`src/rtl/multdiv_unit.sv`:
```
// rtl/multdiv_unit.sv - iterative signed 32-bit multiplier/divider, fixed 33-cycle latency
module multdiv_unit (
    input  logic        clock,
    input  logic        clr_n,
    input  logic        ctrl_MULT,
    input  logic        ctrl_DIV,
    input  logic [31:0] data_operandA,
    input  logic [31:0] data_operandB,
    input  logic [31:0] ir_in,
    output logic [31:0] data_result,
    output logic [31:0] ir_out,
    output logic        data_exception,
    output logic        data_resultRDY,
    output logic        busy
);

    typedef enum logic [1:0] {S_IDLE, S_MUL, S_DIV, S_DONE} state_t;

    state_t      r_state;
    logic [5:0]  r_count;
    logic [31:0] r_hi;
    logic [31:0] r_lo;
    logic [31:0] r_opnd;
    logic        r_neg;
    logic        r_div_zero;
    logic        r_div_ovf;
    logic [31:0] r_ir;
    logic [31:0] r_result;
    logic [31:0] r_ir_out;
    logic        r_exc;
    logic        r_rdy;
    logic        r_busy;

    logic        w_accept;
    logic [31:0] w_a_mag;
    logic [31:0] w_b_mag;
    logic [32:0] w_mul_sum;
    logic [32:0] w_div_shift;
    logic [33:0] w_div_diff;
    logic [63:0] w_prod;
    logic        w_mul_ovf;
    logic [31:0] w_quot;
    logic        w_iter_done;

    assign w_accept    = ((r_state == S_IDLE) || (r_state == S_DONE)) && (ctrl_MULT || ctrl_DIV);
    assign w_a_mag     = data_operandA[31] ? (32'd0 - data_operandA) : data_operandA;
    assign w_b_mag     = data_operandB[31] ? (32'd0 - data_operandB) : data_operandB;
    assign w_iter_done = (r_count == 6'd32);

    // Multiply: {r_hi, r_lo} is a shift-add accumulator; r_lo starts as the multiplier magnitude.
    assign w_mul_sum = {1'b0, r_hi} + (r_lo[0] ? {1'b0, r_opnd} : 33'd0);
    assign w_prod    = r_neg ? (64'd0 - {r_hi, r_lo}) : {r_hi, r_lo};
    assign w_mul_ovf = (w_prod[63:32] != {32{w_prod[31]}});

    // Divide: restoring; r_hi is the partial remainder, r_lo shifts dividend out and quotient in.
    assign w_div_shift = {r_hi, r_lo[31]};
    assign w_div_diff  = {1'b0, w_div_shift} - {2'b00, r_opnd};
    assign w_quot      = r_neg ? (32'd0 - r_lo) : r_lo;

    always_ff @(posedge clock) begin
        if (!clr_n) begin
            r_state    <= S_IDLE;
            r_count    <= 6'd0;
            r_hi       <= 32'd0;
            r_lo       <= 32'd0;
            r_opnd     <= 32'd0;
            r_neg      <= 1'b0;
            r_div_zero <= 1'b0;
            r_div_ovf  <= 1'b0;
            r_ir       <= 32'd0;
            r_result   <= 32'd0;
            r_ir_out   <= 32'd0;
            r_exc      <= 1'b0;
            r_rdy      <= 1'b0;
            r_busy     <= 1'b0;
        end else begin
            r_rdy <= 1'b0;
            case (r_state)
                S_IDLE, S_DONE: begin
                    if (w_accept) begin
                        r_state    <= ctrl_MULT ? S_MUL : S_DIV;
                        r_busy     <= 1'b1;
                        r_count    <= 6'd0;
                        r_hi       <= 32'd0;
                        r_lo       <= ctrl_MULT ? w_b_mag : w_a_mag;
                        r_opnd     <= ctrl_MULT ? w_a_mag : w_b_mag;
                        r_neg      <= data_operandA[31] ^ data_operandB[31];
                        r_div_zero <= (data_operandB == 32'd0);
                        r_div_ovf  <= (data_operandA == 32'h8000_0000) && (data_operandB == 32'hFFFF_FFFF);
                        r_ir       <= ir_in;
                    end else begin
                        r_state <= S_IDLE;
                        r_busy  <= 1'b0;
                    end
                end
                S_MUL: begin
                    if (w_iter_done) begin
                        r_state  <= S_DONE;
                        r_busy   <= 1'b0;
                        r_rdy    <= 1'b1;
                        r_result <= w_prod[31:0];
                        r_exc    <= w_mul_ovf;
                        r_ir_out <= r_ir;
                    end else begin
                        r_hi    <= w_mul_sum[32:1];
                        r_lo    <= {w_mul_sum[0], r_lo[31:1]};
                        r_count <= r_count + 6'd1;
                    end
                end
                S_DIV: begin
                    if (w_iter_done) begin
                        r_state  <= S_DONE;
                        r_busy   <= 1'b0;
                        r_rdy    <= 1'b1;
                        r_result <= r_div_zero ? 32'd0 : w_quot;
                        r_exc    <= r_div_zero | r_div_ovf;
                        r_ir_out <= r_ir;
                    end else begin
                        if (!w_div_diff[33]) begin
                            r_hi <= w_div_diff[31:0];
                            r_lo <= {r_lo[30:0], 1'b1};
                        end else begin
                            r_hi <= w_div_shift[31:0];
                            r_lo <= {r_lo[30:0], 1'b0};
                        end
                        r_count <= r_count + 6'd1;
                    end
                end
                default: begin
                    r_state <= S_IDLE;
                    r_busy  <= 1'b0;
                end
            endcase
        end
    end

    assign data_result    = r_result;
    assign ir_out         = r_ir_out;
    assign data_exception = r_exc;
    assign data_resultRDY = r_rdy;
    assign busy           = r_busy;

endmodule

```
`config.mk`:
```
export PLATFORM = sky130hd
export DESIGN_NAME = multdiv_unit
export DESIGN_NICKNAME = d
export VERILOG_FILES = /design/src/rtl/multdiv_unit.sv
export SDC_FILE = /design/constraint.sdc
export NUM_CORES = 1
export LEC_CHECK = 0
export CORE_MARGIN = 3
export CORE_UTILIZATION = 39
export CTS_CLUSTER_DIAMETER = 100
export DETAILED_ROUTE_END_ITERATION = 8
export GPL_TIMING_DRIVEN = 0
export PLACE_DENSITY = 0.6
export SYNTH_ARGS = -nofsm -noshare
export SYNTH_HDL_FRONTEND = slang
export SYNTH_SLANG_ARGS = --single-unit
```
`constraint.sdc`:
```
create_clock -name clock -period 3.48 [get_ports clock]
set_input_delay 0.87 -clock clock [delete_from_list [all_inputs] [get_ports clock]]
set_output_delay 0.87 -clock clock [all_outputs]
set_load 0.01 [all_outputs]
```
# Word level (Yosys, flattened, before mapping)

Index checks and enable logic that the tools add are counted.
Widths: inputs -> output; s select.

Reduce and logical (&&, ||, !) cells: 15
Add/sub/neg operators: 7
Mux-type cells: 35
Bitwise gates (word level): 2
Eq/ne operators: 14

Operators by type and width:

| cell                  | count |
|---|---|
| $mux 32               | 16 |
| $pmux 32 s3           | 2 |
| $sub 1x32->32 const A | 3 |
| $eq 32x32->1 const B  | 2 |
| $mux 64               | 1 |
| $pmux 32 s2           | 1 |
| $sub 1x64->64 const A | 1 |
| $sub 33x32->34        | 1 |
| $add 32x32->33        | 1 |
| $logic_not 32->1      | 1 |
| $ne 32x32->1          | 1 |
| $mux 6                | 2 |
| $ne 2x2->1 const B    | 6 |
| $pmux 6 s2            | 1 |
| $reduce_and 2->1      | 4 |
| $add 6x1->6 const B   | 1 |
| $eq 6x6->1 const B    | 1 |
| $mux 1                | 6 |
| $mux 2                | 3 |
| $reduce_and 3->1      | 2 |
| $eq 2x2->1 const B    | 2 |
| $pmux 1 s2            | 2 |
| $pmux 2 s2            | 1 |
| $reduce_or 2->1       | 2 |
| other kinds (8)       | 10 |

Bits of input ports: 100
Word-level logic and storage cells: 87
Register bits after elaboration: 206
Output and inout port bits: 67

# Logic depth before layout (Yosys ltp)

Gate-level depths: netlist of run 1.

Depth in word-level cells: 5
Gate-level depth with buffers: 15
Gate-level depth less buffers: 14

# Least setup slack after synthesis of run 1

OpenSTA, ideal clock, no wires.

Kind: in2reg
Start point: input port data_operandB[18]
End point: register r_lo[30]
Library setup time: 0.070 ns
Path slack: 0.029 ns
Arrival time: 3.381 ns
Path buffers: 0
Data required time: 3.410 ns
Stages: 10
Cell sequence: or4_1 > nor4b_1 > or4b_1 > or4_1 > o41ai_2 > xnor2_1 > nand2_1 > o21ai_0 > nand3_1 > a21boi_1

Longest elaborated chain between the ends: 5

RTL lines:

| item                 | line | text |
|---|---|---|
| start, declared      | 8    | `input logic [31:0] data_operandB,` |
| $sub 1x32->32        | 47   | `assign w_b_mag = data_operandB[31] ? (32'd0 - data_operandB) : data_operandB;` |
| $mux 32              | 47   |  |
| $mux 32              | 85   | `r_lo <= ctrl_MULT ? w_b_mag : w_a_mag;` |
| $mux 32              | 80   | `if (w_accept) begin` |
| $pmux 32 s3          | 78   | `case (r_state)` |
| end signal, assigned | 85   |  |
| end signal, assigned | 106  | `r_lo <= {w_mul_sum[0], r_lo[31:1]};` |
| end signal, assigned | 121  | `r_lo <= {r_lo[30:0], 1'b1};` |
| end, declared        | 22   | `logic [31:0] r_lo;` |

Every way passes these cells. The select of a mux whose other input is x is not followed.
A chain may end at the register's enable or synchronous reset.

# Final worst setup path of run 1

Start point: input port data_operandA[6]
End point: register r_lo[27]

Longest elaborated chain between the ends: 5

RTL lines:

| item            | line | text |
|---|---|---|
| start, declared | 7    | `input logic [31:0] data_operandA,` |
| $sub 1x32->32   | 46   | `assign w_a_mag = data_operandA[31] ? (32'd0 - data_operandA) : data_operandA;` |
| $mux 32         | 46   |  |
| $mux 32         | 85   |  |
| $mux 32         | 80   |  |
| $pmux 32 s3     | 78   |  |

Every way passes these cells. The select of a mux whose other input is x is not followed.

==> run_results.csv, run 1 <==
group,metric,value,unit
timing,fmax,291.8,MHz
route,dr_total_vias,16530,
floorplan,fp.dieW,205.8,µm
synthesis,yosys-top-cells-count,"nand2_1 (276), dfxtp_1 (206), o21ai_0 (139)",
worst_setup_path,critPathKind,"in2reg",
synthesis,synth_seq_cells,206,
power_and_ir_drop,power_density,404.1,nW/µm²
synthesis,synth_ff_type,"dfxtp_1",
route,antenna_left,0,
timing,grt_setup_unrepaired,"true",
clock_tree,worstSkewPairLatency,550,ps
timing,setup_tns,0,ps
timing,clock_skew,13.87,ps
synthesis,synthesis.area,15570,µm²
timing,finalCriticalPeriod,3427,ps
timing,finalCritPeriodShare,98.46,%
floorplan,num_rows,72,
synthesis,syn-num-nets,2243,
placement,gp_congestion,1.016,
global_routing,first_global_vias,15570,
floorplan,ios,167,
synthesis,ys_async_sr_fraction,0,%
worst_setup_path,reg2reg_slack,120,ps
cells_and_area,final-seq-area,4135,µm²
placement,dp_hpwl,46520,µm
global_routing,overflow,0,
timing,worstMarginPinSlew,864.5,ps
clock_tree,clock_sinks,206,
cells_and_area,multi_input_area,11030,µm²
synthesis,synthDominantCellAreaShare,26.49,%
synthesis,synth_cells,2069,
timing,relSlewSlack,42.37,%
route,post_drt_wl_per_cell,21.17,µm
clock_tree,numCtsBuffers,26,
synthesis,synth_area_leaders,"dfxtp_1 (26%), nand2_1 (6.7%), ha_1 (5.8%), xor2_1 (5.0%), xnor2_1 (4.9%)",
run_status,outcome,"finished, final reports clean",
worst_setup_path,cp.arrival,3880,ps
synthesis,yosysSeqAreaShare,26.49,%
route,first_pass_iters,5,
worst_setup_path,cp_max_fo,6,
synthesis,synth.distinct_cells,79,
clock_tree,clock_path_buffers,3,
synthesis,synth_top_cell_by_area,"dfxtp_1",
floorplan,die-area,42350,µm²
power_and_ir_drop,p_leak,7.231,nW
synthesis,synth_edf_count,0,
route,wl,59540,µm
timing,timing.final.hold_violations,0,
floorplan,initial_utilization,39.91,%
clock_tree,path_clk_slew,60,ps
power_and_ir_drop,ir_drop,0.4286,mV
synthesis,yosysWarnings,0,
placement,io_buffers,163,
timing,setup-violations-final,0,
clock_tree,cts.htree.levels,1,
route,drc,0,
floorplan,core-area,39010,µm²
route,vias_per_cell,5.878,
timing,slew_viol_final,0,
global_routing,track_usage,27.12,%
synthesis,synth_most_common_cell,"nand2_1",
worst_setup_path,cp-end-kind,"flip-flop",
clock_tree,root_buffer,"clkbuf_16",
clock_tree,cts_tree,"built",
power_and_ir_drop,p_total,7.796,mW
cells_and_area,final_util,49.46,%
cells_and_area,fill_cells,3847,
cells_and_area,layout.nets,2449,
cells_and_area,layout-drive-gt1-share,7.850,%
global_routing,antenna_found_initial,6,
route,dr.first_iter.drc_count,1432,
synthesis,syn_area_per_cell,7.525,µm²
global_routing,grt_max_degree,14,
global_routing,grt_first_pass_wirelength,89900,µm
worst_setup_path,worstPathRequired,3930,ps
hold_path,hold_path.class,"reg2reg",
floorplan,die-height,205.8,µm
cells_and_area,area_growth,23.92,%
worst_setup_path,start_kind,"input port",
job,maxCapViolCount,0,
## registers in the layout, indices dropped and copies added (netlist names)
name and flops:
data_result 32, r_state 2, r_lo 32, r_opnd 32, ir_out 32, data_exception 1
r_neg 1, r_div_ovf 1, r_div_zero 1, r_ir 32, busy 1, r_count 6
r_hi 32, data_resultRDY 1
## kinds of logic (layout without fill, tap and decap cells)
kind of cell / count (synthesis) / in the layout / share of synthesized area [%]
other: 0 / 1 / 0
AOI/OAI and AO/OA: 668 / 668 / 28.88
adders and majority gates: 74 / 74 / 6.044
and+or+nand+nor: 709 / 709 / 21.92
muxes: 23 / 23 / 1.543
DFF: 206 / 206 / 26.49
xor gates and xnor gates: 176 / 176 / 9.901
buffers and inverters: 213 / 437 / 5.224
## worst paths after layout
kind	start	cells past startpoint	end
min	r_ir[24]$_SDFFE_PN0P_	2	ir_out[24]$_SDFFE_PN0P_
max	data_operandA[6]	11	r_lo[27]$_SDFFE_PN0P_
max reg2reg	r_opnd[1]$_SDFFE_PN0P_	14	r_hi[13]$_SDFFE_PN0P_
min reg2reg	r_ir[24]$_SDFFE_PN0P_	2	ir_out[24]$_SDFFE_PN0P_
## final cells by class
| class | instances | area share (%) |
|---|---|---|
| antenna | 1 | 0.01297 |
| buffer | 141 | 3.016 |
| clock buffer | 42 | 4.151 |
| clock inverter | 4 | 0.3048 |
| inverter | 68 | 1.323 |
| multi-input combinational | 1650 | 57.15 |
| sequential | 206 | 21.43 |
| tap | 518 | 3.359 |
| timing repair buffer | 182 | 9.248 |
## layout by cell type, fill, tap and decap left out, drive strengths merged, types with 18 or more instances in the layout
master / n
nand2: 276
dfxtp: 206
clkbuf: 163
clkdlybuf4s50: 152
o21ai: 141
nor2: 137
a21oi: 123
xor2: 89
xnor2: 87
a21boi: 79
a22oi: 74
ha: 72
inv: 67
nor2b: 66
nand3: 52
buf: 40
nor3: 36
o31ai: 35
nand4: 25
o41ai: 24
a211oi: 23
o21a: 22
or4: 21
or3: 20
a21o: 19
nand2b: 19
a221oi: 18
## per-stage QoR
stage                     cell area (µm²)  worst slack [ps]  instances  hold WS [ps]
after floorplan                     15570             29.36       2069         441.0
after global placement              17850             -1218       2750         446.9
after detailed placement            17850             -1265       2750         455.3
after CTS                           19010             3.424       2808         460.4
after global routing                19290            -28.47       2811         482.5
final                               19290             53.49       2812         459.8
## where the power goes
part,internal [mW],leakage [nW],switching (mW)
registers,2.52,1.68,0.150
clock network,1.64,0.418,1.10
logic,0.887,5.13,1.51
## critical path, stage by stage
cell	delay, ps
clkdlybuf4s50_1	500
nor4_4	370
nand3_1	150
or2_2	320
or3_4	370
or3_4	390
o41ai_2	250
xor2_1	260
mux2i_2	160
a21oi_1	190
nor2_1	60
## per-layer routing
layer / global-route usage [%] / vias up / routed length, µm
li1: - / 7882 / -
met1: 37.50 / 7778 / 26460
met2: 40.90 / 701 / 24950
met3: 6.344 / 159 / 5323
met4: 10.38 / 10 / 2736
met5: 0 / - / 69
## what timing repair did
action / CTS / global route
setup endpoints to repair: 48 / 43
gates resized for setup: 55 / 89
buffers inserted: 14 / 5
pin swaps: 10 / 17
hold buffers: 0 / 0
Note: power is estimated with default switching activity, not from simulation.
==> run 2, diff against run 1 <==
- CORE_ASPECT_RATIO: not set -> 0.8
- CTS_CLUSTER_SIZE: not set -> 28
- REMOVE_ABC_BUFFERS: not set -> 1
==> run_results.csv, run 2 (same netlist as run 1, synthesis figures left out) <==
group,metric,value,unit
run_status,outcome,"finished, final reports clean",
route,wl,54520,µm
timing,worstMarginPinSlew,1428,ps
route,post_drt_wl_per_cell,20.27,µm
hold_path,hold_path_depth,2,
floorplan,ios,167,
worst_setup_path,cp_num_buf_inv,1,
clock_tree,cts_tree,"built",
placement,dpl_cell_area,17640,µm²
worst_setup_path,cpMostUsedCell,"or3_4",
worst_setup_path,reg2reg_depth,11,
worst_setup_path,crit_cells,9,
cells_and_area,mostFrequentLayoutCell,"nand2_1",
route,dr.first_iter.drc_count,1435,
global_routing,antenna_found_initial,4,
global_routing,grt_first_pass_wirelength,82790,µm
worst_setup_path,r2r-end,"data_exception$_SDFFE_PN0P_",
worst_setup_path,path_cells,"clkdlybuf4s50_1 > or4_4 > or3_4 > or3_4 > o31ai_2 > xor2_1 > nand2_1 > a31oi_1 > a21oi_1",
worst_setup_path,cpPeakStageDelay,660,ps
placement,dp_hpwl,39850,µm
clock_tree,worstSkewPairLatency,500,ps
timing,setup-violations-final,0,
global_routing,overflow,0,
timing,clock_skew,29.53,ps
clock_tree,path_clk_slew,100,ps
route,vias_per_cell,5.852,
cells_and_area,layout.nets,2326,
cells_and_area,multi_input_area,11170,µm²
floorplan,num_rows,64,
worst_setup_path,cp-end-kind,"flip-flop",
timing,fmax,293.4,MHz
clock_tree,root_buffer,"clkbuf_16",
timing,slew_viol_final,0,
worst_setup_path,worstPathRequired,3820,ps
clock_tree,clock_sinks,206,
power_and_ir_drop,power_density,356.8,nW/µm²
floorplan,die-height,184.7,µm
worst_setup_path,start_kind,"input port",
clock_tree,numCtsBuffers,13,
global_routing,grt_max_degree,130,
route,antenna_left,0,
timing,relSlewSlack,4.514,%
power_and_ir_drop,p_total,6.741,mW
timing,grt_setup_unrepaired,"true",
timing,finalCriticalPeriod,3409,ps
worst_setup_path,r2r-start,"r_lo[3]$_SDFFE_PN0P_",
power_and_ir_drop,ir_drop,0.3335,mV
timing,finalCritPeriodShare,97.95,%
cells_and_area,final_cell_mix,"nand2_1 (276), dfxtp_1 (195), clkdlybuf4s50_1 (142), nor2_1 (132), o21ai_0 (125)",
cells_and_area,fin_area,18890,µm²
global_routing,track_usage,24.33,%
worst_setup_path,critPathKind,"in2reg",
cells_and_area,fill_cells,3867,
floorplan,die-area,42370,µm²
timing,timing.final.hold_violations,0,
hold_path,hold_path.class,"reg2reg",
cells_and_area,final_util,48.65,%
worst_setup_path,endpoint,"r_lo[29]$_SDFFE_PN0P_",
worst_setup_path,reg2reg_slack,90,ps
power_and_ir_drop,p_leak,7.118,nW
route,first_pass_iters,6,
cells_and_area,area_growth,21.35,%
floorplan,initial_utilization,40.09,%
clock_tree,cts.htree.levels,1,
placement,io_buffers,166,
global_routing,first_global_vias,14480,
floorplan,core-area,38840,µm²
route,drc,0,
cells_and_area,final-seq-area,4140,µm²
worst_setup_path,critPathLaunch,"data_operandA[10]",
placement,dp_cells,2627,
cells_and_area,layout-drive-gt1-share,9.133,%
cells_and_area,stdcell_count,2690,
clock_tree,clock_path_buffers,3,
floorplan,fp.dieW,229.4,µm
job,maxCapViolCount,0,
timing,setup_tns,0,ps
route,dr_total_vias,15740,
placement,gp_congestion,0.9082,
worst_setup_path,cp_top_family,"simple AND/OR/NAND/NOR gates",
worst_setup_path,cp_max_fo,6,
worst_setup_path,crit_slowest_cell,"or4_4",
worst_setup_path,cp.arrival,3750,ps
[run 2: cell count changes in the layout (fill, tap and decap cells not counted), sizes merged, moves of 4 or more]
cell           change
buf                +7
clkbuf           -143
clkdlybuf4s50     -10
diode              +4
dlymetal6s2s       +7
inv                +4
[run 2: cell type report]
class	instances	area share (%)
multi-input cells	1650	59.13
clock buffers	13	1.722
repair buffers	212	11.75
diodes	5	0.06623
repair inverters	1	0.03974
flip-flops and latches	206	21.91
clock inverters	7	0.4834
well taps	528	3.497
inverters	68	1.397
[run 2: through the flow]
step	hold slack [ps]	setup slack, ps
after global placement	448.2	-8247
after global routing	484.6	-27.79
after detailed placement	455.0	-1549
final	464.9	71.33
after CTS	471.6	0.3899
after floorplan	440.9	-2496
[run 2: how the worst min path moves through the flow]
stage	start	endpoint
final	r_ir[19]$_SDFFE_PN0P_	ir_out[19]$_SDFFE_PN0P_
after global routing	r_ir[18]$_SDFFE_PN0P_	ir_out[18]$_SDFFE_PN0P_
after detailed placement	r_ir[19]$_SDFFE_PN0P_	ir_out[19]$_SDFFE_PN0P_
after floorplan	r_opnd[23]$_SDFFE_PN0P_	r_opnd[23]$_SDFFE_PN0P_
after CTS	r_ir[19]$_SDFFE_PN0P_	ir_out[19]$_SDFFE_PN0P_
after global placement	r_ir[26]$_SDFFE_PN0P_	ir_out[26]$_SDFFE_PN0P_
[run 2: per-layer routing]
| metal | up-vias | track usage [%] | part of all wire, % |
|---|---|---|---|
| met3 | 54 | 4.125 | 7.3 |
| li1 | 7616 | - | - |
| met2 | 521 | 36.40 | 43 |
| met1 | 7550 | 36.37 | 48 |
| met4 | 0 | 5.367 | 1.9 |
| met5 | - | 0 | 0 |
[run 2: tightest hold or removal path, delay by kind of cell (launching register included)]
family	cells	cell delay [ps]
compound gates	1	60
flops	1	320
simple gates	1	50
[run 2: where the power goes]
| part | internal [mW] | total, mW | leakage (nW) | switching (mW) |
|---|---|---|---|---|
| registers | 2.52 | 2.71 | 1.69 | 0.192 |
| logic | 0.925 | 2.30 | 5.23 | 1.38 |
| clock network | 0.741 | 1.73 | 0.204 | 0.987 |
| total | 4.18 | 6.74 | 7.12 | 2.56 |
[run 2: what timing repair did]
action / CTS / global route
resized for setup: 63 / 85
buffers inserted: 19 / 19
endpoints found under the setup margin: 81 / 60
pin swaps: 14 / 31
hold buffers: 0 / 0
gates cloned: 1 / 0
